==> src/rtl/psg_pkg.sv <==
// psg_pkg: shared constants for the SN76489-style PSG write-port logic.
//   - Register indices: {channel[1:0], type}, where type 1 = attenuation.
//   - Field positions inside a CPU write byte.
//   - Reset values for the tone and attenuation registers.
package psg_pkg;

    // Register indices, laid out as {channel, type}
    localparam logic [2:0] TONE0_F    = 3'd0;
    localparam logic [2:0] TONE0_A    = 3'd1;
    localparam logic [2:0] TONE1_F    = 3'd2;
    localparam logic [2:0] TONE1_A    = 3'd3;
    localparam logic [2:0] TONE2_F    = 3'd4;
    localparam logic [2:0] TONE2_A    = 3'd5;
    localparam logic [2:0] NOISE_CTRL = 3'd6;
    localparam logic [2:0] NOISE_A    = 3'd7;

    // Write-byte field positions
    localparam int LATCH_BIT = 7;
    localparam int CHAN_MSB  = 6;
    localparam int CHAN_LSB  = 5;
    localparam int TYPE_BIT  = 4;

    // Reset values
    localparam logic [3:0] ATTEN_OFF  = 4'hF;
    localparam logic [9:0] TONE_RESET = 10'd0;

    // Register index named by a latch byte
    function automatic logic [2:0] latch_index(input logic [7:0] byte_in);
        return {byte_in[CHAN_MSB:CHAN_LSB], byte_in[TYPE_BIT]};
    endfunction

endpackage

==> src/rtl/psg_prescaler.sv <==
// psg_prescaler: free-running master-clock divider that produces a one-cycle
// enable pulse every CLK_DIV cycles.
//   clk        in   master clock
//   reset      in   synchronous, active-high reset
//   gen_enable out  high for one cycle when the count is CLK_DIV-1
module psg_prescaler #(
    parameter int CLK_DIV = 16
) (
    input  logic clk,
    input  logic reset,
    output logic gen_enable
);

    localparam int CW = (CLK_DIV > 1) ? $clog2(CLK_DIV) : 1;
    localparam logic [CW-1:0] LAST = CW'(CLK_DIV - 1);

    logic [CW-1:0] count_reg;
    logic [CW-1:0] count_next;
    logic          gen_enable_reg;

    always_comb begin
        count_next = (count_reg == LAST) ? '0 : count_reg + CW'(1);
    end

    // The pulse is registered alongside the count so it is low during and
    // right after reset, even when CLK_DIV = 1.
    always_ff @(posedge clk) begin
        if (reset) begin
            count_reg      <= '0;
            gen_enable_reg <= 1'b0;
        end else begin
            count_reg      <= count_next;
            gen_enable_reg <= (count_next == LAST);
        end
    end

    assign gen_enable = gen_enable_reg;

endmodule

==> src/rtl/psg_control.sv <==
// psg_control: CPU write-port controller for an SN76489-style PSG.
// Decodes latch/data bytes into tone compare values, attenuations and noise
// control, models the READY busy window, and generates the generator enable.
//   clk            in   master clock
//   reset          in   synchronous, active-high reset
//   data[7:0]      in   CPU write byte
//   we             in   write strobe, one byte per cycle
//   ready          out  high = next write will be accepted
//   tone0..2_compare out 10-bit tone period registers
//   atten0..3      out  4-bit attenuations (atten3 = noise), F = off
//   noise_ctrl     out  [2] white/periodic, [1:0] rate
//   noise_reset    out  one-cycle pulse on every noise control write
//   gen_enable     out  one-cycle prescaler pulse
//   dropped        out  sticky: a write arrived while busy
module psg_control
    import psg_pkg::*;
#(
    parameter int CLK_DIV     = 16,
    parameter int WAIT_CYCLES = 32
) (
    input  logic       clk,
    input  logic       reset,
    input  logic [7:0] data,
    input  logic       we,
    output logic       ready,
    output logic [9:0] tone0_compare,
    output logic [9:0] tone1_compare,
    output logic [9:0] tone2_compare,
    output logic [3:0] atten0,
    output logic [3:0] atten1,
    output logic [3:0] atten2,
    output logic [3:0] atten3,
    output logic [2:0] noise_ctrl,
    output logic       noise_reset,
    output logic       gen_enable,
    output logic       dropped
);

    localparam int WW = (WAIT_CYCLES > 0) ? $clog2(WAIT_CYCLES + 1) : 1;

    logic [WW-1:0] wait_reg;
    logic [2:0]    latch_reg;
    logic [2:0]    noise_ctrl_reg;
    logic          noise_reset_reg;
    logic          dropped_reg;

    logic          accept;
    logic          is_latch;
    logic [2:0]    target;

    assign ready    = (wait_reg == '0);
    assign accept   = we && ready;
    assign is_latch = data[LATCH_BIT];
    // A latch byte names its own target; a data byte reuses the last latch.
    assign target   = is_latch ? latch_index(data) : latch_reg;

    // Busy window, latched target and sticky drop flag
    always_ff @(posedge clk) begin
        if (reset) begin
            wait_reg    <= '0;
            latch_reg   <= TONE0_F;
            dropped_reg <= 1'b0;
        end else begin
            if (accept && (WAIT_CYCLES > 0)) begin
                wait_reg <= WW'(WAIT_CYCLES);
            end else if (wait_reg != '0) begin
                wait_reg <= wait_reg - WW'(1);
            end
            if (accept && is_latch) begin
                latch_reg <= latch_index(data);
            end
            if (we && !ready) begin
                dropped_reg <= 1'b1;
            end
        end
    end

    // Tone period registers: latch bytes fill [3:0], data bytes fill [9:4].
    for (genvar gi = 0; gi < 3; gi++) begin : gen_tone
        localparam logic [2:0] IDX = 3'(2 * gi);
        logic [9:0] tone_reg;
        always_ff @(posedge clk) begin
            if (reset) begin
                tone_reg <= TONE_RESET;
            end else if (accept && (target == IDX)) begin
                if (is_latch) begin
                    tone_reg[3:0] <= data[3:0];
                end else begin
                    tone_reg[9:4] <= data[5:0];
                end
            end
        end
    end

    // Attenuation registers: both byte kinds write the full nibble.
    for (genvar gi = 0; gi < 4; gi++) begin : gen_atten
        localparam logic [2:0] IDX = 3'(2 * gi + 1);
        logic [3:0] atten_reg;
        always_ff @(posedge clk) begin
            if (reset) begin
                atten_reg <= ATTEN_OFF;
            end else if (accept && (target == IDX)) begin
                atten_reg <= data[3:0];
            end
        end
    end

    // Noise control; the reset pulse fires on every write, changed or not.
    always_ff @(posedge clk) begin
        if (reset) begin
            noise_ctrl_reg  <= 3'd0;
            noise_reset_reg <= 1'b0;
        end else begin
            noise_reset_reg <= 1'b0;
            if (accept && (target == NOISE_CTRL)) begin
                noise_ctrl_reg  <= data[2:0];
                noise_reset_reg <= 1'b1;
            end
        end
    end

    psg_prescaler #(
        .CLK_DIV(CLK_DIV)
    ) u_prescaler (
        .clk        (clk),
        .reset      (reset),
        .gen_enable (gen_enable)
    );

    assign tone0_compare = gen_tone[0].tone_reg;
    assign tone1_compare = gen_tone[1].tone_reg;
    assign tone2_compare = gen_tone[2].tone_reg;
    assign atten0        = gen_atten[0].atten_reg;
    assign atten1        = gen_atten[1].atten_reg;
    assign atten2        = gen_atten[2].atten_reg;
    assign atten3        = gen_atten[3].atten_reg;
    assign noise_ctrl    = noise_ctrl_reg;
    assign noise_reset   = noise_reset_reg;
    assign dropped       = dropped_reg;

endmodule

==> config.mk <==
export PLATFORM = sky130hd
export DESIGN_NAME = psg_control
export DESIGN_NICKNAME = d
export VERILOG_FILES = /design/src/rtl/psg_pkg.sv /design/src/rtl/psg_prescaler.sv /design/src/rtl/psg_control.sv
export SDC_FILE = /design/constraint.sdc
export NUM_CORES = 1
export LEC_CHECK = 0
export ABC_AREA = 1
export BUFFER_PORTS_ARGS = -buffer_cell sky130_fd_sc_hd__buf_2
export CORE_ASPECT_RATIO = 1.2
export CORE_UTILIZATION = 45
export CTS_BUF_LIST = sky130_fd_sc_hd__clkbuf_4 sky130_fd_sc_hd__clkbuf_8 sky130_fd_sc_hd__clkbuf_16
export CTS_CLUSTER_SIZE = 24
export DETAILED_ROUTE_END_ITERATION = 8
export PLACE_DENSITY = 0.66
export SLEW_MARGIN = 40
export SYNTH_ARGS = -nofsm -noshare
export SYNTH_HDL_FRONTEND = slang
export SYNTH_SLANG_ARGS = --single-unit
==> constraint.sdc <==
create_clock -name clk -period 4.79 [get_ports clk]
set_clock_uncertainty 0.1 [all_clocks]
set_input_delay 0.479 -clock clk [delete_from_list [all_inputs] [get_ports clk]]
set_output_delay 0.479 -clock clk [all_outputs]
set_load 0.01 [all_outputs]
==> results of run 1 <==
placed cells by master, fill, tap and decap left out, types with 2 or more instances in the layout:
cell type                  synthesis  final
sky130_fd_sc_hd__nand2_1          85     85
sky130_fd_sc_hd__nor2_1           82     82
sky130_fd_sc_hd__dfxtp_1          65     65
sky130_fd_sc_hd__buf_2             7     63
sky130_fd_sc_hd__nand3_1          45     45
sky130_fd_sc_hd__inv_1            25     25
sky130_fd_sc_hd__nand4_1          18     18
sky130_fd_sc_hd__clkbuf_8          0     11
sky130_fd_sc_hd__o21ai_0           7      7
sky130_fd_sc_hd__a21oi_1           7      7
sky130_fd_sc_hd__nor2_2            7      7
sky130_fd_sc_hd__nand3_2           3      3
sky130_fd_sc_hd__nor2_4            3      3
sky130_fd_sc_hd__nor3_1            3      3
sky130_fd_sc_hd__ha_1              3      3
sky130_fd_sc_hd__nand2_4           2      2
sky130_fd_sc_hd__nand2_2           2      2
sky130_fd_sc_hd__o211ai_1          2      2
sky130_fd_sc_hd__or2_2             2      2
sky130_fd_sc_hd__clkinv_2          0      2
worst min-delay path by stage:
stage                     slack, ns        start                       end  cells past startpoint
after global routing           0.33        reset  u_prescaler.count_reg[1]                      2
after global placement         0.34    atten0[3]                 atten0[3]                      2
after detailed placement       0.34    atten0[0]                 atten0[0]                      2
final                          0.31      data[6]              latch_reg[2]                      3
after CTS                      0.30      data[6]              latch_reg[2]                      3
after floorplan                0.34  wait_reg[0]               wait_reg[0]                      2
stage by stage:
stage	setup slack (ns)	power, mW
final	2.74	1.51
after CTS	2.73	1.53
after detailed placement	2.72	1.06
after global routing	2.51	1.61
after global placement	2.72	1.05
after floorplan	3.17	0.967
worst min-delay path, delay by kind of cell:
kind	cells	cell delay, ns
buffers and inverters	1	0.09
AO/OA/AOI/OAI	1	0.08
AND/OR/NAND/NOR	1	0.07
final cells by class:
class,count,area [µm²]
tap,82,103
timing repair buffer,63,315
fill,609,2660
clock buffer,12,159
inverter,28,113
clock inverter,3,40.0
multi-input combinational,276,1320
sequential,65,1300
power groups by stage:
| stage | clock network, mW | registers (mW) | logic (mW) |
|---|---|---|---|
| after floorplan | 0 | 0.638 | 0.329 |
| after global placement | 0 | 0.632 | 0.422 |
| after detailed placement | 0 | 0.634 | 0.426 |
| after CTS | 0.477 | 0.622 | 0.428 |
| after global routing | 0.502 | 0.628 | 0.484 |
| final | 0.465 | 0.622 | 0.427 |
routing by layer:
layer  global-route usage (%)  part of all wire (%)  vias to the layer above
li1                         -                     -                     1353
met1                     26.2                    45                     1169
met2                     31.6                    48                       59
met3                     6.04                   4.8                       11
met4                     10.8                   2.2                        0
met5                        0                     0                        -
synthesized netlist by cell type (all sizes together):
master / n
a211oi: 1
a21oi: 7
buf: 9
clkbuf: 4
dfxtp: 65
ha: 3
inv: 28
nand2: 89
nand3: 48
nand4: 18
nor2: 93
nor3: 3
o211ai: 2
o21ai: 9
or2: 2
xor2: 1
kinds of logic after synthesis:
logic type | after synthesis | synth area share (%)
AOI/OAI and AO/OA | 19 | 4.20
xor gates and xnor gates | 1 | 0.313
adders and majority gates | 3 | 1.34
buffers and inverters | 41 | 6.39
DFF | 65 | 46.5
and+or+nand+nor | 253 | 41.3
==> key figures, run 1 <==
Clock tree
  • Post-CTS setup buffer count: 0
  • Number of H-tree levels: 3
  • Clock transition at the registers of the reported paths: 0.06 ns
  • TritonCTS clock tree: built
  • Hold Buf Count CTS: 0
  • CTS Buf Count: 9
  • CTS sink count: 65
  • Clock latency on the worst-skew pair: 0.34 ns
  • Root buffer cell: sky130_fd_sc_hd__clkbuf_8
  • Number of resized instances in the post-cts repair step: 0
  • CTS Buffer Depth: 2

Drt
  • Wire length per cell after detailed routing: 12.0 µm
  • Count of routing violations after the opening detailed-route iteration: 160
  • Count of vias placed by the detailed router: 2,592
  • Initial DRT Pass Iterations: 5
  • Post-detailed-route via-to-cell ratio: 4.90
  • Total length of routed wires: 6.33 mm
  • Remaining DRCs: 0
  • Number of nets with antenna violations after detailed routing: 0

Critical path
  • Library cell appearing most often on the critical path: sky130_fd_sc_hd__inv_1
  • Crit path required time: 4.21 ns
  • Critical Path Source Type: register
  • Bufs and invs on worst path: 3
  • Worst R2R Path Depth: 9
  • Crit path max-delay family: buffers and inverters
  • Launch instance of the worst register-to-register path: wait_reg[0]
  • Slack of the worst reg-to-reg path: 2.75 ns
  • Worst setup path endpoint: ready
  • Highest cell delay on the worst timing path: 0.31 ns
  • Largest driver fanout on the critical path: 6
  • Sort of element at the end of the critical path: output pin
  • Cell type of the slowest stage on the worst timing path: sky130_fd_sc_hd__dfxtp_1
  • Critical path class: register to output pin
  • Start point of the critical path: wait_reg[0]
  • Endpoint of the most critical register-to-register path: tone1_compare[2]
  • Cell depth of the worst setup path: 5
  • Crit path cell chain: inv_1, ha_1, nand3_2, inv_1, buf_2
  • Arr. time, crit path: 1.47 ns

Outcome
  • Outcome: finished clean

Logic synthesis
  • Unique cell type count in the Yosys netlist: 28
  • Proportion of synthesized chip area in sequential cells: 46.5%
  • Post-Synthesis Cells: 382
  • Yosys Warn Count: 0
  • Post-synthesis instance area: 0.00280 mm²
  • Largest area contributor in the netlist: sky130_fd_sc_hd__dfxtp_1
  • Seq cells post-synth: 65
  • Net Count, Synth: 396
  • Avg Inst Size Synth: 7.33 µm²
  • Biggest area contributors in the synthesized netlist: sky130_fd_sc_hd__dfxtp_1, sky130_fd_sc_hd__nand2_1, sky130_fd_sc_hd__nor2_1
  • Fraction of synthesized cell area taken by the top area cell type: 46.5%

Power
  • Share of power burned in the clock network: 30.7%
  • Worst VDD drop: 0.342 mV
  • Total internal power: 0.992 mW
  • Power per standard cell area: 452 mW/mm²
  • Switching Share: 34.5%
  • Net switching component of the power: 0.522 mW
  • Part of the total power dissipated in combinational logic: 28.2%
  • Reg power frac: 41.1%
  • Leakage power: 1.61 nW

Place
  • Count of input and output buffers: 63
  • RD Place Congestion: 0.865
  • Cell Count Post-Placement: 514
  • Placed wire-length estimate: 4.43 mm
  • DP Area: 0.00315 mm²

Worst hold path
  • Tightest Hold Check Type: input port to register

STA
  • Achievable clock frequency: 0.487 GHz
  • Max-slew headroom at the worst pin: 64.5%
  • Slew at the pin with the worst max-slew slack: 0.533 ns
  • Clock period minus final worst setup slack: 2.05 ns
  • Number of failing setup endpoints in the final timing report: 0
  • Final period utilization: 42.9%
  • Final Slew Violations: 0
  • Minimum hold slack: 0.308 ns
  • Final number of hold-violating endpoints: 0
  • Setup repair after global routing missed its margin: no
  • Total Negative Setup Slacks: 0 ns

Floorplanning
  • Die height: 88.4 µm
  • Core Region: 0.00601 mm²
  • Overall die area: 0.00654 mm²
  • Cell Rows: 31
  • Starting density of the core: 46.6%
  • Count of pins on the block boundary: 64
  • Die width: 74.0 µm

Global routing
  • Wire length of the first global-routing pass: 10.2 mm
  • Number of antenna violations at the first check in global routing: 0
  • Overflow left after global routing: 0
  • Total routing usage reported by global routing: 20.7%
  • Number of global-route vias before repair: 2,205
  • Maximum number of pins on one net before global-route repair: 56

Final layout
  • Final cell count without fillers: 529
  • Share of cells above drive strength 1: 23.0%
  • Net count reported at finish: 457
  • Syn-to-layout area delta: 19.7%
  • Cell area after layout: 0.00335 mm²
  • Number of antenna cells inserted: 0
  • Fraction of the core area covered by cells at the end of the flow: 55.7%

Run
  • Number of maximum-capacitance constraint violations: 0
Note: power is estimated with default switching activity, not from simulation.
==> inputs of run 2 (changes only) <==
Clock period 4.79 ns to 2.15 ns, I/O delays scaled along.
==> run 2 against run 1 <==
Final area up 1.2%. Clock-buffer cell count unchanged. Sequential power up 120%. Clock power up 120%. Setup slack worse by 2.4 ns. Cell count up 0.76%. Critical path depth up 3. Routed wire length up 1.4%. Highest routed layer unchanged. Via count up 1.2%. Combinational power up 130%. Non-clock buffer count up 4.
==> key figures, run 2 (synthesized netlist as in run 1, its figures left out) <==
STA
  • Total Negative Setup Slacks: 0 ns
  • Final number of hold-violating endpoints: 0
  • Number of failing setup endpoints in the final timing report: 0
  • Clock period minus final worst setup slack: 1.84 ns
  • Max-slew headroom at the worst pin: 68.7%
  • Setup repair after global routing missed its margin: no
  • Achievable clock frequency: 0.545 GHz
  • Final period utilization: 85.4%
  • Final Slew Violations: 0
  • Slew at the pin with the worst max-slew slack: 0.469 ns

Clock tree
  • CTS Buf Count: 9
  • Number of resized instances in the post-cts repair step: 0
  • Root buffer cell: sky130_fd_sc_hd__clkbuf_8
  • Post-CTS setup buffer count: 0
  • Hold Buf Count CTS: 0
  • Number of H-tree levels: 3
  • TritonCTS clock tree: built
  • CTS Buffer Depth: 2
  • Clock transition at the registers of the reported paths: 0.07 ns
  • Clock latency on the worst-skew pair: 0.34 ns
  • CTS sink count: 65

Worst hold path
  • Tightest Hold Check Type: input port to register
  • HP Start: reset

Power
  • Worst VDD drop: 0.666 mV
  • Power per standard cell area: 1010 mW/mm²
  • Leakage power: 1.64 nW

Floorplanning
  • Count of pins on the block boundary: 64
  • Die width: 74.0 µm
  • Core Region: 0.00601 mm²
  • Overall die area: 0.00654 mm²
  • Starting density of the core: 46.6%
  • Die height: 88.4 µm
  • Cell Rows: 31

Critical path
  • Critical Path Source Type: register
  • Largest driver fanout on the critical path: 6
  • Arr. time, crit path: 2.02 ns
  • Sort of element at the end of the critical path: register
  • Launch instance of the worst register-to-register path: wait_reg[0]
  • Critical path class: register to register
  • Start point of the critical path: wait_reg[0]
  • Crit path required time: 2.33 ns

Global routing
  • Wire length of the first global-routing pass: 10.3 mm
  • Total routing usage reported by global routing: 21.0%
  • Number of global-route vias before repair: 2,256
  • Number of antenna violations at the first check in global routing: 0
  • Maximum number of pins on one net before global-route repair: 29
  • Overflow left after global routing: 0

Drt
  • Count of vias placed by the detailed router: 2,624
  • Wire length per cell after detailed routing: 12.0 µm
  • Count of routing violations after the opening detailed-route iteration: 120
  • Post-detailed-route via-to-cell ratio: 4.92
  • Total length of routed wires: 6.41 mm
  • Remaining DRCs: 0
  • Initial DRT Pass Iterations: 5
  • Number of nets with antenna violations after detailed routing: 0

Final layout
  • Most frequent standard cell in the layout excluding fill and tap cells: sky130_fd_sc_hd__nand2_1
  • Commonest cells after routing, fill and taps aside: sky130_fd_sc_hd__nand2_1, sky130_fd_sc_hd__nor2_1, sky130_fd_sc_hd__dfxtp_1
  • Share of cells above drive strength 1: 23.7%
  • Filler cell count in the final layout: 606
  • Syn-to-layout area delta: 21.1%
  • Net count reported at finish: 461
  • Number of antenna cells inserted: 0
  • Fraction of the core area covered by cells at the end of the flow: 56.4%

Run
  • Number of maximum-capacitance constraint violations: 0

Place
  • RD Place Congestion: 0.794
  • Count of input and output buffers: 63
  • Placed wire-length estimate: 4.65 mm

Outcome
  • Outcome: finished clean
run 2: per-layer routing:
metal  global-route usage (%)  vias up  part of all wire (%)  wire, µm
met3                     5.47       11                   4.9       313
met5                        0        -                     0         0
met1                     25.9     1177                    44      2830
li1                         -     1363                     -         -
met2                     34.1       73                    49      3160
met4                     9.79        0                   1.8       113
run 2: critical path, stage by stage, from the launching register on:
cell and delay (ns):
sky130_fd_sc_hd__dfxtp_1 0.31, sky130_fd_sc_hd__inv_1 0.09, sky130_fd_sc_hd__ha_1 0.21, sky130_fd_sc_hd__nand2_1 0.12, sky130_fd_sc_hd__nor2_1 0.15, sky130_fd_sc_hd__nand3_1 0.22, sky130_fd_sc_hd__nor3_1 0.39, sky130_fd_sc_hd__nand2_1 0.12
sky130_fd_sc_hd__nand3_1 0.09
run 2: layout make-up:
class | instances | area, µm² | area share (%)
clock buffer | 12 | 159 | 4.69
clock inverter | 3 | 40.0 | 1.18
inverter | 28 | 110 | 3.25
multi-input combinational | 276 | 1320 | 38.9
sequential | 65 | 1300 | 38.4
tap | 82 | 103 | 3.03
timing repair buffer | 67 | 358 | 10.6
run 2: per-stage QoR:
step           worst slack [ns]  instance area [µm²]  std cells  hold WS (ns)  power, mW
2_1_floorplan             0.534                 2800        382         0.228       2.15
3_3_place_gp              0.396                 3190        518         0.339       2.39
3_5_place_dp              0.341                 3190        518         0.343       2.40
4_1_cts                   0.332                 3390        533        0.0321       3.45
5_1_grt                   0.115                 3390        533        0.0424       3.62
6_report                  0.314                 3390        533        0.0396       3.42
run 2: power by group:
group / internal, mW / leakage [nW] / switching (mW)
Sequential: 1.32 / 0.527 / 0.0674
Clock: 0.601 / 0.106 / 0.439
Combinational: 0.323 / 1.01 / 0.671
Total: 2.24 / 1.64 / 1.18
run 2: final timing paths:
check,to,slack (ns),cells after the start
worst min-delay path,u_prescaler.count_reg[1],0.04,2
worst min register to register,atten0[1],0.36,2
worst max register to register,atten1[3],0.31,8
worst max-delay path,atten1[3],0.31,8
